[config.mk]
export PLATFORM = sky130hd
export DESIGN_NAME = pipe_skid_reg
export DESIGN_NICKNAME = d
export VERILOG_FILES = /design/src/rtl/pipe_skid_reg_pkg.sv /design/src/rtl/dff_sr_wrap.sv /design/src/rtl/pipe_skid_reg.sv
export SDC_FILE = /design/constraint.sdc
export NUM_CORES = 1
export LEC_CHECK = 0
export BUFFER_PORTS_ARGS = -buffer_cell sky130_fd_sc_hd__clkbuf_2
export CORE_ASPECT_RATIO = 0.9
export CORE_UTILIZATION = 30
export CTS_CLUSTER_DIAMETER = 40
export CTS_CLUSTER_SIZE = 16
export DETAILED_ROUTE_END_ITERATION = 8
export HOLD_SLACK_MARGIN = 0.05
export PLACE_DENSITY = 0.54
export SLEW_MARGIN = 30
export SYNTH_ARGS = -nofsm -noshare
export SYNTH_HDL_FRONTEND = slang
export SYNTH_HIERARCHICAL = 1
export SYNTH_SLANG_ARGS = --single-unit
[constraint.sdc]
create_clock -name clk -period 3.75 [get_ports clk]
set_clock_uncertainty 0.2 [all_clocks]
set_input_delay 0.75 -clock clk [delete_from_list [all_inputs] [get_ports clk]]
set_output_delay 0.75 -clock clk [all_outputs]
set_load 0.005 [all_outputs]
[src/rtl/pipe_skid_reg_pkg.sv]
// Shared types for the elastic pipeline-stage register: FSM state encoding,
// per-stage payload layouts and their flush masks.
package pipe_skid_reg_pkg;

  // Encoding doubles as the held-beat count, so occupancy is a direct decode.
  typedef enum logic [1:0] {
    PIPE_EMPTY = 2'd0,
    PIPE_ONE   = 2'd1,
    PIPE_FULL  = 2'd2
  } pipe_state_e;

  typedef struct packed {
    logic [31:0] pc;
    logic [31:0] instr;
  } if_id_payload_t;

  typedef struct packed {
    logic [31:0] pc;
    logic [31:0] rs1_val;
    logic [31:0] rs2_val;
    logic [31:0] imm;
    logic [4:0]  rd;
    logic [10:0] ctrl;
  } id_ex_payload_t;

  typedef struct packed {
    logic [31:0] pc_nxt;
    logic [31:0] alu_result;
    logic [31:0] rs2_val;
    logic [4:0]  rd;
    logic [2:0]  mem_op;
  } ex_mem_payload_t;

  typedef struct packed {
    logic [31:0] pc_nxt;
    logic [31:0] alu_result;
  } mem_wb_payload_t;

  localparam int IF_ID_W  = $bits(if_id_payload_t);
  localparam int ID_EX_W  = $bits(id_ex_payload_t);
  localparam int EX_MEM_W = $bits(ex_mem_payload_t);
  localparam int MEM_WB_W = $bits(mem_wb_payload_t);

  // A flushed instruction word reads as zero so a stray issue is harmless.
  localparam logic [IF_ID_W-1:0]  IF_ID_FLUSH_MASK  = {32'h0, 32'hFFFF_FFFF};
  localparam logic [ID_EX_W-1:0]  ID_EX_FLUSH_MASK  = {128'h0, 5'h1F, 11'h7FF};
  localparam logic [EX_MEM_W-1:0] EX_MEM_FLUSH_MASK = {32'hFFFF_FFFF, 32'h0, 32'h0, 5'h1F, 3'h7};
  localparam logic [MEM_WB_W-1:0] MEM_WB_FLUSH_MASK = {32'hFFFF_FFFF, 32'h0};

  function automatic logic [1:0] pipe_occupancy(input pipe_state_e s);
    case (s)
      PIPE_ONE:  return 2'd1;
      PIPE_FULL: return 2'd2;
      default:   return 2'd0;
    endcase
  endfunction

endpackage

[src/rtl/dff_sr_wrap.sv]
// Enable flop with optional synchronous active-high reset; RST_EN=0 leaves
// the register unreset so it can map onto plain flops.
module dff_sr_wrap #(
  parameter int               WIDTH   = 1,
  parameter bit               RST_EN  = 1'b1,
  parameter logic [WIDTH-1:0] RST_VAL = '0
) (
  input  logic             clk,
  input  logic             rst,
  input  logic             en,
  input  logic [WIDTH-1:0] d,
  output logic [WIDTH-1:0] q
);

  always_ff @(posedge clk) begin
    if (RST_EN && rst) begin
      q <= RST_VAL;
    end else if (en) begin
      q <= d;
    end
  end

endmodule

[src/rtl/pipe_skid_reg.sv]
// Elastic pipeline-stage register with valid/ready on both sides, optional
// 2-entry skid buffer (registered in_ready) and masked synchronous flush.
module pipe_skid_reg
  import pipe_skid_reg_pkg::*;
#(
  parameter int               WIDTH         = 32,
  parameter bit               SKID          = 1'b1,
  parameter logic [WIDTH-1:0] FLUSH_MASK    = '0,
  parameter bit               RESET_PAYLOAD = 1'b1
) (
  input  logic             clk,
  input  logic             rst,
  input  logic             flush,
  input  logic             in_valid,
  output logic             in_ready,
  input  logic [WIDTH-1:0] in_data,
  output logic             out_valid,
  input  logic             out_ready,
  output logic [WIDTH-1:0] out_data,
  output logic [1:0]       occupancy
);

  logic [1:0]       r_state_bits;
  pipe_state_e      w_state;
  pipe_state_e      w_state_nxt;
  logic [WIDTH-1:0] r_m;
  logic [WIDTH-1:0] r_s;
  logic [WIDTH-1:0] w_m_d;
  logic [WIDTH-1:0] w_s_d;
  logic             w_m_en;
  logic             w_s_en;
  logic             r_rdy;
  logic             w_rdy_nxt;
  logic             w_out_valid;
  logic             w_in_fire;
  logic             w_out_fire;

  function automatic logic [WIDTH-1:0] flush_clear(input logic [WIDTH-1:0] v);
    return v & ~FLUSH_MASK;
  endfunction

  assign w_state     = pipe_state_e'(r_state_bits);
  assign w_out_valid = (w_state != PIPE_EMPTY);

  // Skid mode drives in_ready straight from a flop; otherwise it looks through to out_ready.
  assign in_ready   = ~rst & (SKID ? r_rdy : (~w_out_valid | out_ready));
  assign w_in_fire  = in_valid & in_ready;
  assign w_out_fire = w_out_valid & out_ready;

  always_comb begin
    w_state_nxt = w_state;
    w_m_en      = 1'b0;
    w_m_d       = in_data;
    w_s_en      = 1'b0;
    w_s_d       = in_data;
    if (flush) begin
      w_state_nxt = PIPE_EMPTY;
      w_m_en      = 1'b1;
      w_m_d       = flush_clear(r_m);
      w_s_en      = SKID;
      w_s_d       = flush_clear(r_s);
    end else begin
      case (w_state)
        PIPE_EMPTY: begin
          if (w_in_fire) begin
            w_state_nxt = PIPE_ONE;
            w_m_en      = 1'b1;
          end
        end
        PIPE_ONE: begin
          if (w_in_fire && w_out_fire) begin
            w_m_en = 1'b1;
          end else if (w_in_fire && SKID) begin
            w_state_nxt = PIPE_FULL;
            w_s_en      = 1'b1;
          end else if (w_out_fire) begin
            w_state_nxt = PIPE_EMPTY;
          end
        end
        PIPE_FULL: begin
          if (w_out_fire) begin
            w_state_nxt = PIPE_ONE;
            w_m_en      = 1'b1;
            w_m_d       = r_s;
          end
        end
        default: w_state_nxt = PIPE_EMPTY;
      endcase
    end
    w_rdy_nxt = (w_state_nxt != PIPE_FULL);
  end

  dff_sr_wrap #(.WIDTH(2), .RST_EN(1'b1), .RST_VAL(2'(PIPE_EMPTY))) u_state (
    .clk (clk),
    .rst (rst),
    .en  (1'b1),
    .d   (2'(w_state_nxt)),
    .q   (r_state_bits)
  );

  dff_sr_wrap #(.WIDTH(1), .RST_EN(1'b1), .RST_VAL(1'b1)) u_rdy (
    .clk (clk),
    .rst (rst),
    .en  (1'b1),
    .d   (w_rdy_nxt),
    .q   (r_rdy)
  );

  dff_sr_wrap #(.WIDTH(WIDTH), .RST_EN(RESET_PAYLOAD), .RST_VAL('0)) u_main (
    .clk (clk),
    .rst (rst),
    .en  (w_m_en),
    .d   (w_m_d),
    .q   (r_m)
  );

  dff_sr_wrap #(.WIDTH(WIDTH), .RST_EN(RESET_PAYLOAD), .RST_VAL('0)) u_skid (
    .clk (clk),
    .rst (rst),
    .en  (w_s_en),
    .d   (w_s_d),
    .q   (r_s)
  );

  assign out_valid = w_out_valid;
  assign out_data  = r_m;
  assign occupancy = pipe_occupancy(w_state);

  a_no_full_ready: assert property (@(posedge clk) disable iff (rst)
    !(occupancy == 2'd2 && in_ready));

  a_hold_stable: assert property (@(posedge clk) disable iff (rst)
    (out_valid && !out_ready && !flush) |=> (out_valid && $stable(out_data)));

endmodule

; Yosys cells after proc, flatten, opt, wreduce, memory -nomap -nowiden
; Index checks and enable logic that the tools add are counted.
[word_totals]
inputBits = 37
wordCells = 35
ff_bits = 67
[classes]
n_eq_ne = 3
mux = 18
n_reduce_logical = 5
bitwise_logic = 5
[ops]
columns = operator, count
row1 = $mux 32, 2
row2 = $mux 2, 6
row3 = $mux 1, 7
row4 = $pmux 2 s3, 1
row5 = $pmux 2 s2, 1
row6 = $reduce_and 2->1, 2
row7 = $and 1x1->1, 3
row8 = $pmux 1 s3, 1
row9 = $eq 2x1->1 const B, 1
row10 = $eq 2x2->1 const B, 1
row11 = $logic_not 2->1, 1
row12 = $ne 2x2->1 const B, 1
row13 = $not 1->1, 2
row14 = $reduce_bool 2->1, 1
row15 = $logic_and 1x1->1, 1

; Depth between registers and ports, before layout
[depth]
depth_word = 8
ltp_mapped = 8

; By module
; Netlist, hierarchy kept.
[by_module_without_submodules]
columns = mod, seq_area_each_um2, area_each_um2, instances, cells_per_inst
row1 = dff_sr_wrap at u_main ..., 640.6, 1163.6, 2, 103
row2 = pipe_skid_reg, 0.0, 1214.9, 1, 164
row3 = dff_sr_wrap at u_state, 40.0, 67.6, 1, 6
row4 = dff_sr_wrap at u_rdy, 20.0, 35.0, 1, 3

; Worst setup path before layout
; Ideal clock, no wire load.
[synth_timing]
path_type = in2reg
from = input port rst
to = register u_main.q[10]
required_ns = 3.422
stages = 7
t_arrival_ns = 1.815
setup_slack_ns = 1.607
path_buffers = 2
setup_time_ns = 0.128
cell_sequence = and4bb_4 > a21oi_1 > o21ai_0 > buf_6 > buf_12 > mux2i_1 > nor2_1
[synth_via]
elab_chain_len = 8
elab_cells_between_ends = 9
[synth_lines]
columns = item, line
row1 = start: declaration, pipe_skid_reg.sv:12  ; input logic rst,
row2 = $not 1->1 *, pipe_skid_reg.sv:46  ; assign in_ready = ~rst & (SKID ? r_rdy : (~w_out_valid | out_ready));
row3 = $and 1x1->1 *, pipe_skid_reg.sv:46
row4 = $and 1x1->1 *, pipe_skid_reg.sv:47  ; assign w_in_fire = in_valid & in_ready;
row5 = $logic_and 1x1->1, pipe_skid_reg.sv:71  ; if (w_in_fire && w_out_fire) begin
row6 = $mux 1, pipe_skid_reg.sv:71
row7 = $pmux 1 s3 *, pipe_skid_reg.sv:63  ; case (w_state)
row8 = $mux 1 *, pipe_skid_reg.sv:56  ; if (flush) begin
row9 = net w_m_en, pipe_skid_reg.sv:30  ; logic w_m_en;
row10 = $reduce_and 2->1 (no line) *, --
row11 = end signal: assignment, dff_sr_wrap.sv:17  ; q <= RST_VAL;
row12 = end signal: assignment, dff_sr_wrap.sv:19  ; q <= d;
row13 = end: declaration, dff_sr_wrap.sv:12  ; output logic [WIDTH-1:0] q
; Mark *: on every way through the listed nets, which the timed path passes. The rest lies on a longest branch.
; A chain may end at the register's enable or synchronous reset.

; Worst setup path in the final report
[layout_timing]
from = input port rst
to = output port in_ready
[layout_via]
elab_chain_len = 2
[layout_lines]
columns = item, line
row1 = $not 1->1, pipe_skid_reg.sv:46
row2 = $and 1x1->1, pipe_skid_reg.sv:46
row3 = end: declaration, pipe_skid_reg.sv:15  ; output logic in_ready,
; No other way between the ends.

==> metrics.cfg <==
[hold_path]
min_delay_path_depth=2
min_to=u_skid/q[19]
min-delay-start=u_skid/q[19]
hold_path_class=reg2reg

[clocking]
tritoncts=built
cts_max_level=3
cts_post_setup_buffers_inserted=0
ctsResizeCount=0
cts_max_path_buffers=2
clk_pin_slew_ns=0.05
clk_latency_ns=0.33
cts_buffers=9
holdBufCountCts=0
cts-root-buf=clkbuf_16
cts.sinks=67

[placed_design]
portBuffers=72
dpl.cell_count=587
dp_hpwl_um=4970
gp_congestion=0.706

[sta]
tightestPinTransition_ns=0.659
period_minus_slack_ns=2.81
fin_crit_sh_pct=74.9
final-hold-violation-count=0
slew_viol_final=0
relSlewSlack_pct=56.1
fin_setup_tns_ns=0
fmax_mhz=356
finalSetupViolations=0
rsz0062_at_grt=false

[worst_setup_path]
cp-startpoint=rst
r2r-start=u_state/q[1]
crit_type=in2out
cp-end-kind=primary output
r2r-end=u_main/q[30]
startpoint_type=primary input
required_ns=2.80
rrSetupSlack_ns=1.62
ff2ff_path_depth=6
cp_max_fo=56
worstPathArrival_ns=1.86

[global_routing]
antenna_found_initial=0
grt_usage_pct=13.4
grt_max_degree=64
grt_pass1_wl_um=13400
overflow=0
grt_pass1_vias=2797

[layout]
drive_above_1_share_pct=28.8
final_core_util_pct=37.1
finalNetCount=479
synthToLayoutAreaGrowth_pct=18.4
stdcell_count=601
antenna_cells=0

[routing]
wirelength_um=7830
vias=2762
antenna_left=0
drcViolationCount=0
via_per_inst=4.60
drtIter0Drc=111
wl_per_cell_um=13.0
first_pass_iters=4

[floorplanning]
fp.dieW_um=118
fp.coreArea_um2=11600
ios=73
start_util_pct=31.4
dieArea_um2=12600
rows=37
die_h_um=107

[synth]
synth_area_leaders=dfxtp_1 37%, mux2i_1 27%, mux2_2 9.9%
synth_compound_area_share_pct=6.18
yosysWarningCount=6
synth_flop_cell=dfxtp_1
yosysSeqAreaShare_pct=36.8
synth_xor_area_share_pct=0
netlist.area_leader.share_pct=36.8
synthAdderAreaFrac_pct=0
synth_top_family_by_area=multiplexers
synthesis.area_um2=3640
muxShareOfSynthArea_pct=36.8
syn_avg_cell_area_um2=9.62
synth_simple_gate_area_share_pct=12.1
synth-seq-cells=67
synthArstFlopShare_pct=0
yosys.area.top_type=dfxtp_1
synth_cell_types=26
syn_inst=379
synth_edf_count=0

[pwr]
power_mw=1.89
swShare_pct=23.7
ir_drop_uv=209
p_per_area_nw_per_um2=438
p_leak_nw=2.22
comb_power_share_pct=13.3
seqPwrFrac_pct=41.5
power_switching_uw=448
p_int_mw=1.44
clockPowerShare_pct=45.3

[run_status]
status=finished clean

[run]
drv_cap=0

-- layer usage --
metal / wire length [µm] / GRT usage (%) / vias up
li1: - / - / 1426
met1: 3770 / 15.8 / 1280
met2: 3590 / 22.5 / 45
met3: 352 / 4.29 / 11
met4: 112 / 4.95 / 0
met5: 0 / 0 / -
-- worst max-delay path by stage --
| stage | to | cells after the start |
|---|---|---|
| after floorplan | u_main/q[10] | 7 |
| after global placement | in_ready | 4 |
| after detailed placement | in_ready | 4 |
| after CTS | in_ready | 4 |
| after global routing | in_ready | 4 |
| final | in_ready | 4 |
-- power groups by stage --
stage          registers (mW)  clock network (mW)  logic, mW
6_report                0.783               0.855      0.251
3_3_place_gp            0.796                   0      0.249
5_1_grt                 0.788               0.910      0.281
3_5_place_dp            0.798                   0      0.253
2_1_floorplan           0.794                   0      0.190
4_1_cts                 0.783               0.887      0.255
-- sequential cells by signal, indices dropped and copies added, names as in the netlist --
| signal | flops |
|---|---|
| u_skid/q | 32 |
| u_main/q | 32 |
| u_state/q | 2 |
| u_rdy/q | 1 |
-- worst max-delay path, stage by stage --
cell,delay (ns)
clkbuf_2,0.27
buf_4,0.57
nor2b_1,0.12
clkbuf_2,0.14
-- cell usage after synthesis (2+ instances only) --
library cell  instances
a211o_1               2
a21oi_1               2
buf_12                9
buf_2                 5
buf_6                 3
clkbuf_1             11
dfxtp_1              67
inv_1                 2
mux2_2               32
mux2i_1              98
nand2_1              34
nor2_1               67
nor2b_1               3
o21ai_0               3
o21ai_1              30
-- cells by family after synthesis --
group                  count (synthesis)
muxes                                130
and+or+nand+nor                      109
DFF                                   67
AOI/OAI and AO/OA                     41
buffers and inverters                 31
other                                  1
-- area by class of cell --
type,count,area (µm²)
clock inverters,2,35.0
repair buffers,78,433
clock buffers,12,267
inverters,2,7.51
flip-flops and latches,67,1340
multi-input cells,284,2040
well taps,156,195
fillers,1207,7310
-- cell usage in the layout (no fill, tap or decap), types with 2 or more instances in the layout --
cell type,count
a211o_1,2
clkbuf_8,3
dfxtp_1,67
a21oi_1,2
mux2_2,32
o21ai_0,2
nand2_1,34
clkbuf_2,71
buf_12,2
clkbuf_16,9
buf_4,5
mux2i_1,98
o21ai_1,30
conb_1,4
inv_1,2
nor2b_1,3
nor2_1,67
-- through the flow --
step                      setup WS, ns  hold slack, ns  cell area (µm²)
after floorplan                   1.61           0.276             3660
after global placement           0.901           0.289             4010
after detailed placement         0.913           0.303             4010
after CTS                        0.906           0.318             4310
after global routing             0.838           0.338             4310
final                            0.943           0.313             4310
Note: power is estimated with default switching activity, not from simulation.
